[src/rtl/mm_stage.sv]
// mm_stage: RV32I memory-access stage.
// Loads/stores run byte-serially over a req/ack port.
module mm_stage (
  input  logic        clk,
  input  logic        rst,
  input  logic [4:0]  mm_wa,
  input  logic        mm_we,
  input  logic [31:0] mm_wn,
  input  logic [3:0]  mm_mem_e,
  input  logic [31:0] mm_mem_n,
  output logic [4:0]  wb_wa,
  output logic        wb_we,
  output logic [31:0] wb_wn,
  output logic        stl,
  output logic        mem_req,
  output logic        mem_rw,
  output logic [31:0] mem_addr,
  output logic [7:0]  mem_wdata,
  input  logic [7:0]  mem_rdata,
  input  logic        mem_ack
);

  typedef enum logic [1:0] {
    IDLE,
    XFER,
    DONE
  } state_t;

  localparam logic [3:0] OP_LB  = 4'd1;
  localparam logic [3:0] OP_LH  = 4'd2;
  localparam logic [3:0] OP_LW  = 4'd3;
  localparam logic [3:0] OP_LBU = 4'd4;
  localparam logic [3:0] OP_LHU = 4'd5;
  localparam logic [3:0] OP_SB  = 4'd6;
  localparam logic [3:0] OP_SH  = 4'd7;
  localparam logic [3:0] OP_SW  = 4'd8;

  state_t      state_q, state_d;
  logic [3:0]  op_q, op_d;
  logic [4:0]  wa_q, wa_d;
  logic        we_q, we_d;
  logic [31:0] addr_q, addr_d;
  logic [2:0]  cnt_q, cnt_d;
  logic [1:0]  idx_q, idx_d;
  logic [31:0] sdata_q, sdata_d;
  logic [31:0] buf_q, buf_d;
  logic        req_q, req_d;
  logic        rw_q, rw_d;
  logic [7:0]  wdata_q, wdata_d;

  logic        op_ok;
  logic        op_st;
  logic [2:0]  op_size;
  logic        ld_q;
  logic [31:0] ld_val;

  always_comb begin
    op_ok   = 1'b1;
    op_st   = 1'b0;
    op_size = 3'd1;
    case (mm_mem_e)
      OP_LB, OP_LBU: op_size = 3'd1;
      OP_LH, OP_LHU: op_size = 3'd2;
      OP_LW:         op_size = 3'd4;
      OP_SB: begin
        op_st   = 1'b1;
        op_size = 3'd1;
      end
      OP_SH: begin
        op_st   = 1'b1;
        op_size = 3'd2;
      end
      OP_SW: begin
        op_st   = 1'b1;
        op_size = 3'd4;
      end
      default: op_ok = 1'b0;
    endcase
  end

  assign ld_q = (op_q >= OP_LB) && (op_q <= OP_LHU);

  always_comb begin
    ld_val = buf_q;
    case (op_q)
      OP_LB:   ld_val = {{24{buf_q[7]}}, buf_q[7:0]};
      OP_LH:   ld_val = {{16{buf_q[15]}}, buf_q[15:0]};
      OP_LBU:  ld_val = {24'd0, buf_q[7:0]};
      OP_LHU:  ld_val = {16'd0, buf_q[15:0]};
      default: ld_val = buf_q;
    endcase
  end

  always_comb begin
    state_d = state_q;
    op_d    = op_q;
    wa_d    = wa_q;
    we_d    = we_q;
    addr_d  = addr_q;
    cnt_d   = cnt_q;
    idx_d   = idx_q;
    sdata_d = sdata_q;
    buf_d   = buf_q;
    req_d   = req_q;
    rw_d    = rw_q;
    wdata_d = wdata_q;
    case (state_q)
      IDLE: begin
        if (op_ok) begin
          state_d = XFER;
          op_d    = mm_mem_e;
          wa_d    = mm_wa;
          we_d    = mm_we;
          addr_d  = mm_wn;
          cnt_d   = op_size;
          idx_d   = 2'd0;
          sdata_d = mm_mem_n;
          buf_d   = 32'd0;
          req_d   = 1'b1;
          rw_d    = op_st;
          wdata_d = mm_mem_n[7:0];
        end
      end
      XFER: begin
        if (mem_ack) begin
          if (!rw_q) begin
            buf_d[{idx_q, 3'b000} +: 8] = mem_rdata;
          end
          addr_d  = addr_q + 32'd1;
          sdata_d = sdata_q >> 8;
          wdata_d = sdata_q[15:8];
          cnt_d   = cnt_q - 3'd1;
          idx_d   = idx_q + 2'd1;
          if (cnt_q == 3'd1) begin
            req_d   = 1'b0;
            state_d = DONE;
          end
        end
      end
      default: state_d = IDLE;
    endcase
  end

  always_ff @(posedge clk) begin
    if (rst) begin
      state_q <= IDLE;
      op_q    <= 4'd0;
      wa_q    <= 5'd0;
      we_q    <= 1'b0;
      addr_q  <= 32'd0;
      cnt_q   <= 3'd0;
      idx_q   <= 2'd0;
      sdata_q <= 32'd0;
      buf_q   <= 32'd0;
      req_q   <= 1'b0;
      rw_q    <= 1'b0;
      wdata_q <= 8'd0;
    end else begin
      state_q <= state_d;
      op_q    <= op_d;
      wa_q    <= wa_d;
      we_q    <= we_d;
      addr_q  <= addr_d;
      cnt_q   <= cnt_d;
      idx_q   <= idx_d;
      sdata_q <= sdata_d;
      buf_q   <= buf_d;
      req_q   <= req_d;
      rw_q    <= rw_d;
      wdata_q <= wdata_d;
    end
  end

  // Write-back fields are combinational so non-memory ops add no latency.
  always_comb begin
    wb_wa = 5'd0;
    wb_we = 1'b0;
    wb_wn = 32'd0;
    stl   = 1'b0;
    if (!rst) begin
      case (state_q)
        IDLE: begin
          wb_wa = mm_wa;
          wb_wn = mm_wn;
          if (op_ok) begin
            stl = 1'b1;
          end else begin
            wb_we = mm_we;
          end
        end
        XFER: begin
          wb_wa = wa_q;
          stl   = 1'b1;
        end
        default: begin
          wb_wa = wa_q;
          if (ld_q) begin
            wb_we = we_q;
            wb_wn = ld_val;
          end
        end
      endcase
    end
  end

  assign mem_req   = req_q;
  assign mem_rw    = rw_q;
  assign mem_addr  = addr_q;
  assign mem_wdata = wdata_q;

endmodule

[config.mk]
export PLATFORM = sky130hd
export DESIGN_NAME = mm_stage
export DESIGN_NICKNAME = d
export VERILOG_FILES = /design/src/rtl/mm_stage.sv
export SDC_FILE = /design/constraint.sdc
export NUM_CORES = 1
export LEC_CHECK = 0
export ABC_CLOCK_PERIOD_IN_PS = 3950
export BUFFER_PORTS_ARGS = -buffer_cell sky130_fd_sc_hd__buf_2
export CORE_MARGIN = 1
export CORE_UTILIZATION = 45
export DETAILED_ROUTE_END_ITERATION = 6
export HOLD_SLACK_MARGIN = 0.08
export MAX_ROUTING_LAYER = met4
export PLACE_DENSITY = 0.69
export SYNTH_ARGS = -nofsm -noshare
export SYNTH_HDL_FRONTEND = slang
export SYNTH_SLANG_ARGS = --single-unit
[constraint.sdc]
create_clock -name clk -period 3.95 [get_ports clk]
set_input_delay 0.79 -clock clk [delete_from_list [all_inputs] [get_ports clk]]
set_output_delay 0.79 -clock clk [all_outputs]
set_load 0.02 [all_outputs]
==> reports/metrics.csv, run 1 <==
metric;value;unit
status;complete, no violations;
row count;43;
internal power;2610;uW
Cell Area, Synth;6570;um^2
synthesized net count;960;
most common cell after layout, fill and taps aside;buf_2;
initial antenna violation count;1;
worst setup path class;reg -> out;
Initial DRT Pass Iterations;5;
share of cells above drive strength 1;0.258;
Synth area leader;dfxtp_1;
Crit. End Element;primary output;
largest cells by area after synthesis;dfxtp_1 (35%), nand2_1 (9.1%), a21oi_1 (8.8%);
Initial Utilization;0.468;
Async S/R FF share, synth;0;
Setup Fix Bufs, Post-CTS;0;
Sw Share;0.324;
WL per Instance;17.0;um
sum of negative setup slack;0;ps
post-route setup slack;801;ps
Netlist cell types;74;
CP Max Fanout;16;
GP Congestion;0.869;
Synth Area per Inst;7.57;um^2
fill cell count;1350;
Syn. warnings;0;
Die W;123;um
max frequency;0.318;GHz
die area;15100;um^2
die height;123;um
Arr. time, crit path;2360;ps
cell area after layout;8040;um^2
Slew HR;0.317;
Hold Violations, Final;0;
Sequential cell area;2300;um^2
Routed Antenna Nets;0;
CTS max path bufs;2;
sequential fraction of the synthesis area;0.350;
crit path time final;3150;ps
NetSw;1250;uW
Placed Area;7400;um^2
Logic pwr share;0.218;
Multi-input gate area;3860;um^2
Post-DP HPWL;14000;um
clock root cell;clkbuf_16;
skew final;8.56;ps
#FFs+latches synth;115;
H-tree levels;4;
Flop pwr share;0.352;
vias after detailed routing;6871;
clock sinks;115;
crit path launch type;flip-flop;
part of the cycle the worst path needs;0.797;
Worst-Skew Late Latency;420;ps
Top FF cell, synth;dfxtp_1;
core region area;14000;um^2
Post-Syn Instances;868;
Post-Route WL;20100;um
top-area cell type share of the netlist area;0.350;
VDD IR max;0.290;mV
CTS Hold Buffers Added;0;
Req. time, crit path;3160;ps
vias in the first global route;5960;
first-pass GRT wire length;31500;um
final layout net count;1079;
placed cells;1148;
Initial DRC Count;656;
Total Routing Usage GR;0.276;
largest net degree at the start of global routing;81;
TritonCTS clock tree;built;
Pleak;0.00334;uW
TritonCTS buffer count;17;
RSZ-0062 raised after global routing;no;
number of flops mapped to enable cells by yosys;0;
max-cap violations;0;
Congestion Overflow GR;0;
clock share of power;0.430;
most frequent cells in the layout;buf_2 (164), nand2_1 (160), a21oi_1 (116);
vias per cell;5.82;
Cell Pwr Density;481;nW/um^2
hold slack;450;ps
buffers added on ports;165;
Slew @ Worst Pin;1020;ps
non-filler cells in the finished layout;1181;
Final Setup Violations;0;
Remaining DRCs;0;
num ports;166;
type of the worst min-delay path;reg -> reg;
pre-CTS WS;1020;ps
max-slew violations;0;
Synth-to-Final Area Change;22.3;%
CTS resizes;0;
CTS clk-pin slew, worst paths;60;ps
## critical path, cell delays in order, from the launching register on
cell and delay [ps]:
dfxtp_1 580, nor3_1 160, a2111oi_4 360, buf_4 270
o221ai_1 140, a21oi_1 230, buf_2 210
## area by class of cell
cell class              instances  area share
multi-input cells             660       0.480
flip-flops and latches        115       0.286
repair buffers                184       0.122
clock buffers                  17      0.0529
well taps                     180      0.0280
clock inverters                15      0.0255
inverters                       9     0.00420
diodes                          1    0.000311
## registers in the layout (all words and copies together) (netlist names)
| register | count |
|---|---|
| cnt_q | 3 |
| mem_rw | 1 |
| sdata_q | 32 |
| mem_addr | 32 |
| mem_req | 1 |
| op_q | 4 |
| wa_q | 5 |
| we_q | 1 |
| state_q | 2 |
| idx_q | 2 |
| buf_q | 32 |
## layer usage
layer  wire, um  GRT usage  vias up
met2       9130      0.397      246
met4        276     0.0800        0
met5          0          -        -
met1       9300      0.385     3227
met3       1410     0.0609       21
li1           -          -     3377
## stage by stage
stage | utilization | power [uW]
3_3_place_gp | 0.527 | 2210
3_5_place_dp | 0.527 | 2220
4_1_cts | 0.572 | 3870
6_report | 0.572 | 3860
5_1_grt | 0.572 | 4020
2_1_floorplan | - | 1980
## cells by family after synthesis
| kind of cell | count (synthesis) | share of synthesized area |
|---|---|---|
| AND/OR/NAND/NOR | 377 | 0.275 |
| AO/OA/AOI/OAI | 272 | 0.286 |
| flip-flops | 115 | 0.350 |
| buffers and inverters | 93 | 0.0693 |
| adder cells (fa/ha/maj) | 7 | 0.0133 |
| multiplexers | 3 | 0.00476 |
| XOR/XNOR | 1 | 0.00133 |
## synthesized netlist by cell type (10+ instances only)
master / count
nor2_1: 78
nand2_1: 160
a21oi_1: 116
a311oi_2: 10
nor3_1: 16
o211ai_1: 17
clkbuf_1: 45
o21ai_0: 17
buf_2: 16
dfxtp_1: 115
buf_4: 11
a311oi_1: 15
nand3_1: 59
a21o_1: 15
a22oi_1: 18
## final timing paths
path / from / endpoint / slack [ps] / cells after the start
worst max-delay path: op_q[2] / wb_wn[15] / 800 / 6
worst min-delay path: buf_q[23] / buf_q[23] / 450 / 2
worst max register to register: state_q[0] / buf_q[3] / 1500 / 4
worst min register to register: buf_q[23] / buf_q[23] / 450 / 2
## power groups by stage
stage	sequential [uW]	combinational (uW)	clock, uW
6_report	1360	842	1660
5_1_grt	1370	925	1720
4_1_cts	1360	839	1670
3_5_place_dp	1380	834	0
3_3_place_gp	1380	832	0
2_1_floorplan	1400	575	0
Note: power is estimated with default switching activity, not from simulation.
==> run 2: changes to the inputs <==
--- a/config.mk
+++ b/config.mk
@@ -5,14 +5,15 @@
 export SDC_FILE = /design/constraint.sdc
 export NUM_CORES = 1
 export LEC_CHECK = 0
-export ABC_CLOCK_PERIOD_IN_PS = 3950
+export ABC_AREA = 1
+export ABC_CLOCK_PERIOD_IN_PS = 2700
 export BUFFER_PORTS_ARGS = -buffer_cell sky130_fd_sc_hd__buf_2
 export CORE_MARGIN = 1
 export CORE_UTILIZATION = 45
 export DETAILED_ROUTE_END_ITERATION = 6
 export HOLD_SLACK_MARGIN = 0.08
 export MAX_ROUTING_LAYER = met4
-export PLACE_DENSITY = 0.69
+export PLACE_DENSITY = 0.71
 export SYNTH_ARGS = -nofsm -noshare
 export SYNTH_HDL_FRONTEND = slang
 export SYNTH_SLANG_ARGS = --single-unit
==> constraint.sdc (replaced) <==
create_clock -name clk -period 2.7 [get_ports clk]
set_input_delay 0.54 -clock clk [delete_from_list [all_inputs] [get_ports clk]]
set_output_delay 0.54 -clock clk [all_outputs]
set_load 0.02 [all_outputs]
==> run 2 against run 1 <==
Net effect: setup slack got worse by 650 ps; area after synthesis up 6.6%; clock skew down 0.93 ps; clock-buffer cell count unchanged; largest power group unchanged; sequential power grew 59%; highest routed layer unchanged.
==> reports/metrics.csv, run 2 <==
metric;value;unit
Crit. End Element;primary output;
TritonCTS buffer count;17;
TritonCTS clock tree;built;
Synth-to-Final Area Change;21.5;%
crit path launch type;flip-flop;
worst setup path class;reg -> out;
Netlist cell types;36;
CTS clk-pin slew, worst paths;60;ps
initial antenna violation count;1;
vias in the first global route;6925;
Syn. warnings;0;
worst-path cell chain;nor2_2, nand3_1, nand2_1, o211ai_1, nand2_1, clkinv_4, nand2_1, a21oi_1, buf_2;
Async S/R FF share, synth;0;
Req. time, crit path;2160;ps
first-pass GRT wire length;34000;um
clock sinks;115;
max-cap violations;0;
part of the cycle the worst path needs;0.946;
Synth area leader;dfxtp_1;
Initial DRC Count;700;
fill cell count;1580;
CTS Hold Buffers Added;0;
Top cell by count, worst path;nand2_1;
Pleak;0.00394;uW
placed cells;1483;
row count;45;
skew final;7.63;ps
Buf/Inv on CP;2;
most frequent cells in the layout;nand2_1 (372), nor2_1 (172), buf_2 (164);
Synth Area per Inst;5.94;um^2
Top FF cell, synth;dfxtp_1;
delay-heaviest family, CP;simple AND/OR/NAND/NOR gates;
status;complete, no violations;
Routed Antenna Nets;0;
CTS max path bufs;2;
most common cell after layout, fill and taps aside;nand2_1;
Die W;127;um
vias after detailed routing;7818;
max-slew violations;0;
Worst-Skew Late Latency;430;ps
Finished Core Util;0.560;
top-area cell type share of the netlist area;0.329;
slowest CP cell;dfxtp_1;
buffers added on ports;165;
crit path time final;2550;ps
Congestion Overflow GR;0;
Total Routing Usage GR;0.277;
sequential fraction of the synthesis area;0.329;
CP peak stage delay;420;ps
Remaining DRCs;0;
max frequency;0.392;GHz
Arr. time, crit path;2010;ps
WL per Instance;14.0;um
Final Setup Violations;0;
top-count cell post-synth;nand2_1;
pre-CTS WS;368;ps
Post-DP HPWL;15500;um
largest cells by area after synthesis;dfxtp_1 (33%), nand2_1 (20%), nor2_1 (9.3%);
post-layout power;6180;uW
share of cells above drive strength 1;0.179;
num ports;166;
Post-Syn Instances;1180;
top cells by count, synth;nand2_1 (373), nor2_1 (173), inv_1 (121);
Slew @ Worst Pin;658;ps
Cell Pwr Density;726;nW/um^2
#FFs+latches synth;115;
die height;127;um
non-filler cells in the finished layout;1521;
Cell Area, Synth;7010;um^2
clock root cell;clkbuf_16;
core region area;15200;um^2
VDD IR max;0.582;mV
post-route setup slack;147;ps
Post-Route WL;21300;um
final layout net count;1411;
Initial Utilization;0.461;
CP Max Fanout;16;
sum of negative setup slack;0;ps
largest net degree at the start of global routing;68;
Hold Violations, Final;0;
synthesized net count;1272;
vias per cell;5.14;
Slew HR;0.560;
GP Congestion;0.914;
H-tree levels;4;
number of flops mapped to enable cells by yosys;0;
die area;16100;um^2
type of the worst min-delay path;in -> reg;
Initial DRT Pass Iterations;7;
[run 2: worst reg2reg max path, stage by stage (launching register included)]
cell,delay (ps)
dfxtp_1,470
inv_1,150
nand2_2,210
nor2_2,90
inv_2,120
nand4_1,540
nor2_1,310
nor3b_2,70
[run 2: path summary, 6_finish.rpt]
| path | from | to | slack [ps] | depth (start not counted) |
|---|---|---|---|---|
| min reg2reg | sdata_q[23] | sdata_q[23] | 450 | 2 |
| max reg2reg | state_q[1] | buf_q[14] | 620 | 7 |
| max | op_q[2] | wb_wn[18] | 150 | 9 |
| min | mm_mem_n[29] | sdata_q[29] | 360 | 3 |
[run 2: what timing repair did]
action                     4_1_cts  5_1_grt
setup buffers                    2        2
cloned                           0        1
setup endpoints to repair       16       28
gates resized for setup          0        7
pin swaps                        2        2
[run 2: cells by family after synthesis]
| kind of cell | share of synthesized area |
|---|---|
| compound gates | 0.166 |
| mux | 0.00143 |
| simple gates | 0.375 |
| flops | 0.329 |
| buf+inv | 0.114 |
| xor+xnor | 0.00250 |
| fa+ha+maj | 0.0125 |
[run 2: report_power, final]
| group | internal [uW] | switching, uW |
|---|---|---|
| Combinational | 627 | 1210 |
| Clock | 1280 | 901 |
| Sequential | 1970 | 195 |
[run 2: through the flow]
stage                     area [um^2]  hold WS (ps)
final                            8510           365
after global routing             8510           366
after CTS                        8470           354
after detailed placement         7890           441
after global placement           7890           435
after floorplan                  7010           425
[run 2: layout make-up]
class	count	area (um^2)	share of cell area
diodes	1	2.50	0.000294
clock buffers	17	425	0.0500
clock inverters	15	144	0.0169
inverters	125	480	0.0565
multi-input cells	875	3920	0.460
flip-flops and latches	115	2300	0.271
well taps	188	235	0.0276
repair buffers	185	1000	0.118
[run 2: layer usage]
metal / GRT usage / share of wire / vias up
met5: - / 0 / -
met4: 0.0945 / 0.020 / 0
met3: 0.0498 / 0.072 / 33
met2: 0.430 / 0.44 / 277
met1: 0.365 / 0.46 / 3499
li1: - / - / 4009
==> run 3: changes to the inputs <==
--- a/config.mk
+++ b/config.mk
@@ -9,11 +9,11 @@
 export ABC_CLOCK_PERIOD_IN_PS = 2700
 export BUFFER_PORTS_ARGS = -buffer_cell sky130_fd_sc_hd__buf_2
 export CORE_MARGIN = 1
-export CORE_UTILIZATION = 45
+export CORE_UTILIZATION = 43
 export DETAILED_ROUTE_END_ITERATION = 6
 export HOLD_SLACK_MARGIN = 0.08
 export MAX_ROUTING_LAYER = met4
-export PLACE_DENSITY = 0.71
+export PLACE_DENSITY = 0.79
 export SYNTH_ARGS = -nofsm -noshare
 export SYNTH_HDL_FRONTEND = slang
 export SYNTH_SLANG_ARGS = --single-unit
==> run 3 against run 2 <==
Net effect: highest routed layer unchanged; global-route usage shrank 1.5 points; register-to-register slack gained 80 ps; critical path type unchanged; maximum frequency grew 1.0%; die area grew 4.6%; critical path depth shrank 2; sequential power is essentially flat; combinational power is essentially flat; cell count grew 1.2%; critical endpoint is now wb_wn[10]; core utilization shrank 2.4 points; largest power group unchanged; clock-buffer cell count grew 2; clock power grew 3%; flip-flop and latch count is the same.
==> reports/metrics.csv, run 3 (same netlist as run 2, synthesis figures left out) <==
metric;value;unit
status;complete, no violations;
sum of negative setup slack;0;ps
final layout net count;1403;
CTS max path bufs;2;
Routed Antenna Nets;0;
max frequency;0.396;GHz
initial antenna violation count;0;
Cell Pwr Density;732;nW/um^2
Congestion Overflow GR;0;
CTS clk-pin slew, worst paths;50;ps
most common cell after layout, fill and taps aside;nand2_1;
core region area;15900;um^2
Die W;130;um
Slew HR;0.583;
non-filler cells in the finished layout;1539;
Remaining DRCs;0;
WL per Instance;13.8;um
VDD IR max;0.480;mV
Post-DP HPWL;15400;um
Total Routing Usage GR;0.262;
RR Endpoint;cnt_q[1];
row count;46;
num ports;166;
H-tree levels;4;
Initial DRT Pass Iterations;6;
first-pass GRT wire length;33400;um
Arr. time, crit path;1990;ps
number of diodes;0;
clock root cell;clkbuf_16;
TritonCTS buffer count;17;
vias per cell;5.10;
Worst-Skew Late Latency;420;ps
WHS Endpoint;sdata_q[31];
max-cap violations;0;
Worst R2R Path Depth;8;
Post-Route WL;21200;um
TritonCTS clock tree;built;
Initial Utilization;0.441;
part of the cycle the worst path needs;0.936;
vias in the first global route;6850;
skew final;7.92;ps
max-slew violations;0;
Final Setup Violations;0;
Hold Violations, Final;0;
cell area after layout;8510;um^2
RR Startpoint;state_q[1];
WHS Path Cells;3;
crit path time final;2530;ps
Crit. End Element;primary output;
Slew @ Worst Pin;626;ps
RSZ-0062 raised after global routing;no;
most frequent cells in the layout;nand2_1 (372), nor2_1 (172), buf_2 (165);
Req. time, crit path;2160;ps
share of cells above drive strength 1;0.172;
Placed Area;7900;um^2
die height;130;um
Initial DRC Count;684;
GP Congestion;0.919;
crit path launch type;flip-flop;
Synth-to-Final Area Change;21.5;%
CTS Hold Buffers Added;0;
type of the worst min-delay path;in -> reg;
CP Max Fanout;12;
R2R Setup Slk;700;ps
largest net degree at the start of global routing;88;
clock sinks;115;
buffers added on ports;165;
Hold Crit Start;mm_mem_n[31];
die area;16800;um^2
Pleak;0.00394;uW
worst setup path class;reg -> out;
placed cells;1506;
vias after detailed routing;7847;
[run 3: cell count changes in the layout (fill, tap and decap cells not counted), moves of 2 or more]
cell,previous run,this run
clkinvlp_4,5,0
a21oi_1,120,118
buf_4,19,10
bufinv_16,1,3
clkinv_2,1,8
a21oi_2,2,4
inv_6,7,0
[run 3: timing repair]
action	in CTS	in global routing
buffers inserted	2	0
pin swaps	2	1
cloned	0	0
gates resized for setup	0	5
endpoints found under the setup margin	4	24
[run 3: how the worst max path moves through the flow]
stage / end / cells after the start / from / slack [ps]
2_1_floorplan: wb_wa[0] / 6 / rst / 490
3_5_place_dp: wb_wn[23] / 8 / op_q[3] / 440
3_3_place_gp: wb_wn[8] / 7 / op_q[3] / 480
4_1_cts: wb_wn[23] / 8 / op_q[3] / 90
5_1_grt: wb_wn[20] / 8 / op_q[3] / 2
6_report: wb_wn[10] / 7 / op_q[3] / 170
[run 3: per-layer routing]
| metal | GRT usage | vias to the layer above | wire, um |
|---|---|---|---|
| met5 | - | - | 0 |
| met4 | 0.0917 | 0 | 449 |
| met3 | 0.0462 | 34 | 1210 |
| met2 | 0.430 | 261 | 10300 |
| met1 | 0.323 | 3559 | 9320 |
| li1 | - | 3993 | - |
[run 3: worst max-delay path: stages, from the launching register on]
cell,delay [ps]
dfxtp_1,340
nor2_2,160
o21ai_0,130
a21oi_2,200
buf_4,220
nand2_1,80
a21oi_1,220
buf_2,210
[run 3: report_power, final]
group | switching [uW] | leakage (uW) | internal (uW) | total [uW]
combinational | 1200 | 0.00269 | 606 | 1810
clock | 799 | 0.000296 | 1450 | 2250
sequential | 200 | 0.000950 | 1970 | 2170
total | 2200 | 0.00394 | 4030 | 6230
[run 3: layout make-up]
| cell class | instances | area (um^2) |
|---|---|---|
| Multi-Input combinational cell | 874 | 3920 |
| Clock buffer | 19 | 443 |
| Clock inverter | 12 | 139 |
| Tap cell | 216 | 270 |
| Sequential cell | 115 | 2300 |
| Timing Repair Buffer | 178 | 961 |
| Inverter | 125 | 477 |
| Fill cell | 1657 | 7380 |
[run 3: stage by stage]
stage | power, uW | setup slack, ps | hold WS (ps) | utilization
finish | 6230 | 172 | 377 | 0.536
global route | 6580 | 1.90 | 377 | 0.536
CTS | 6240 | 88.8 | 366 | 0.535
detailed placement | 3990 | 445 | 439 | 0.497
global placement | 3960 | 477 | 435 | 0.497
floorplan | 3480 | 489 | 425 | -
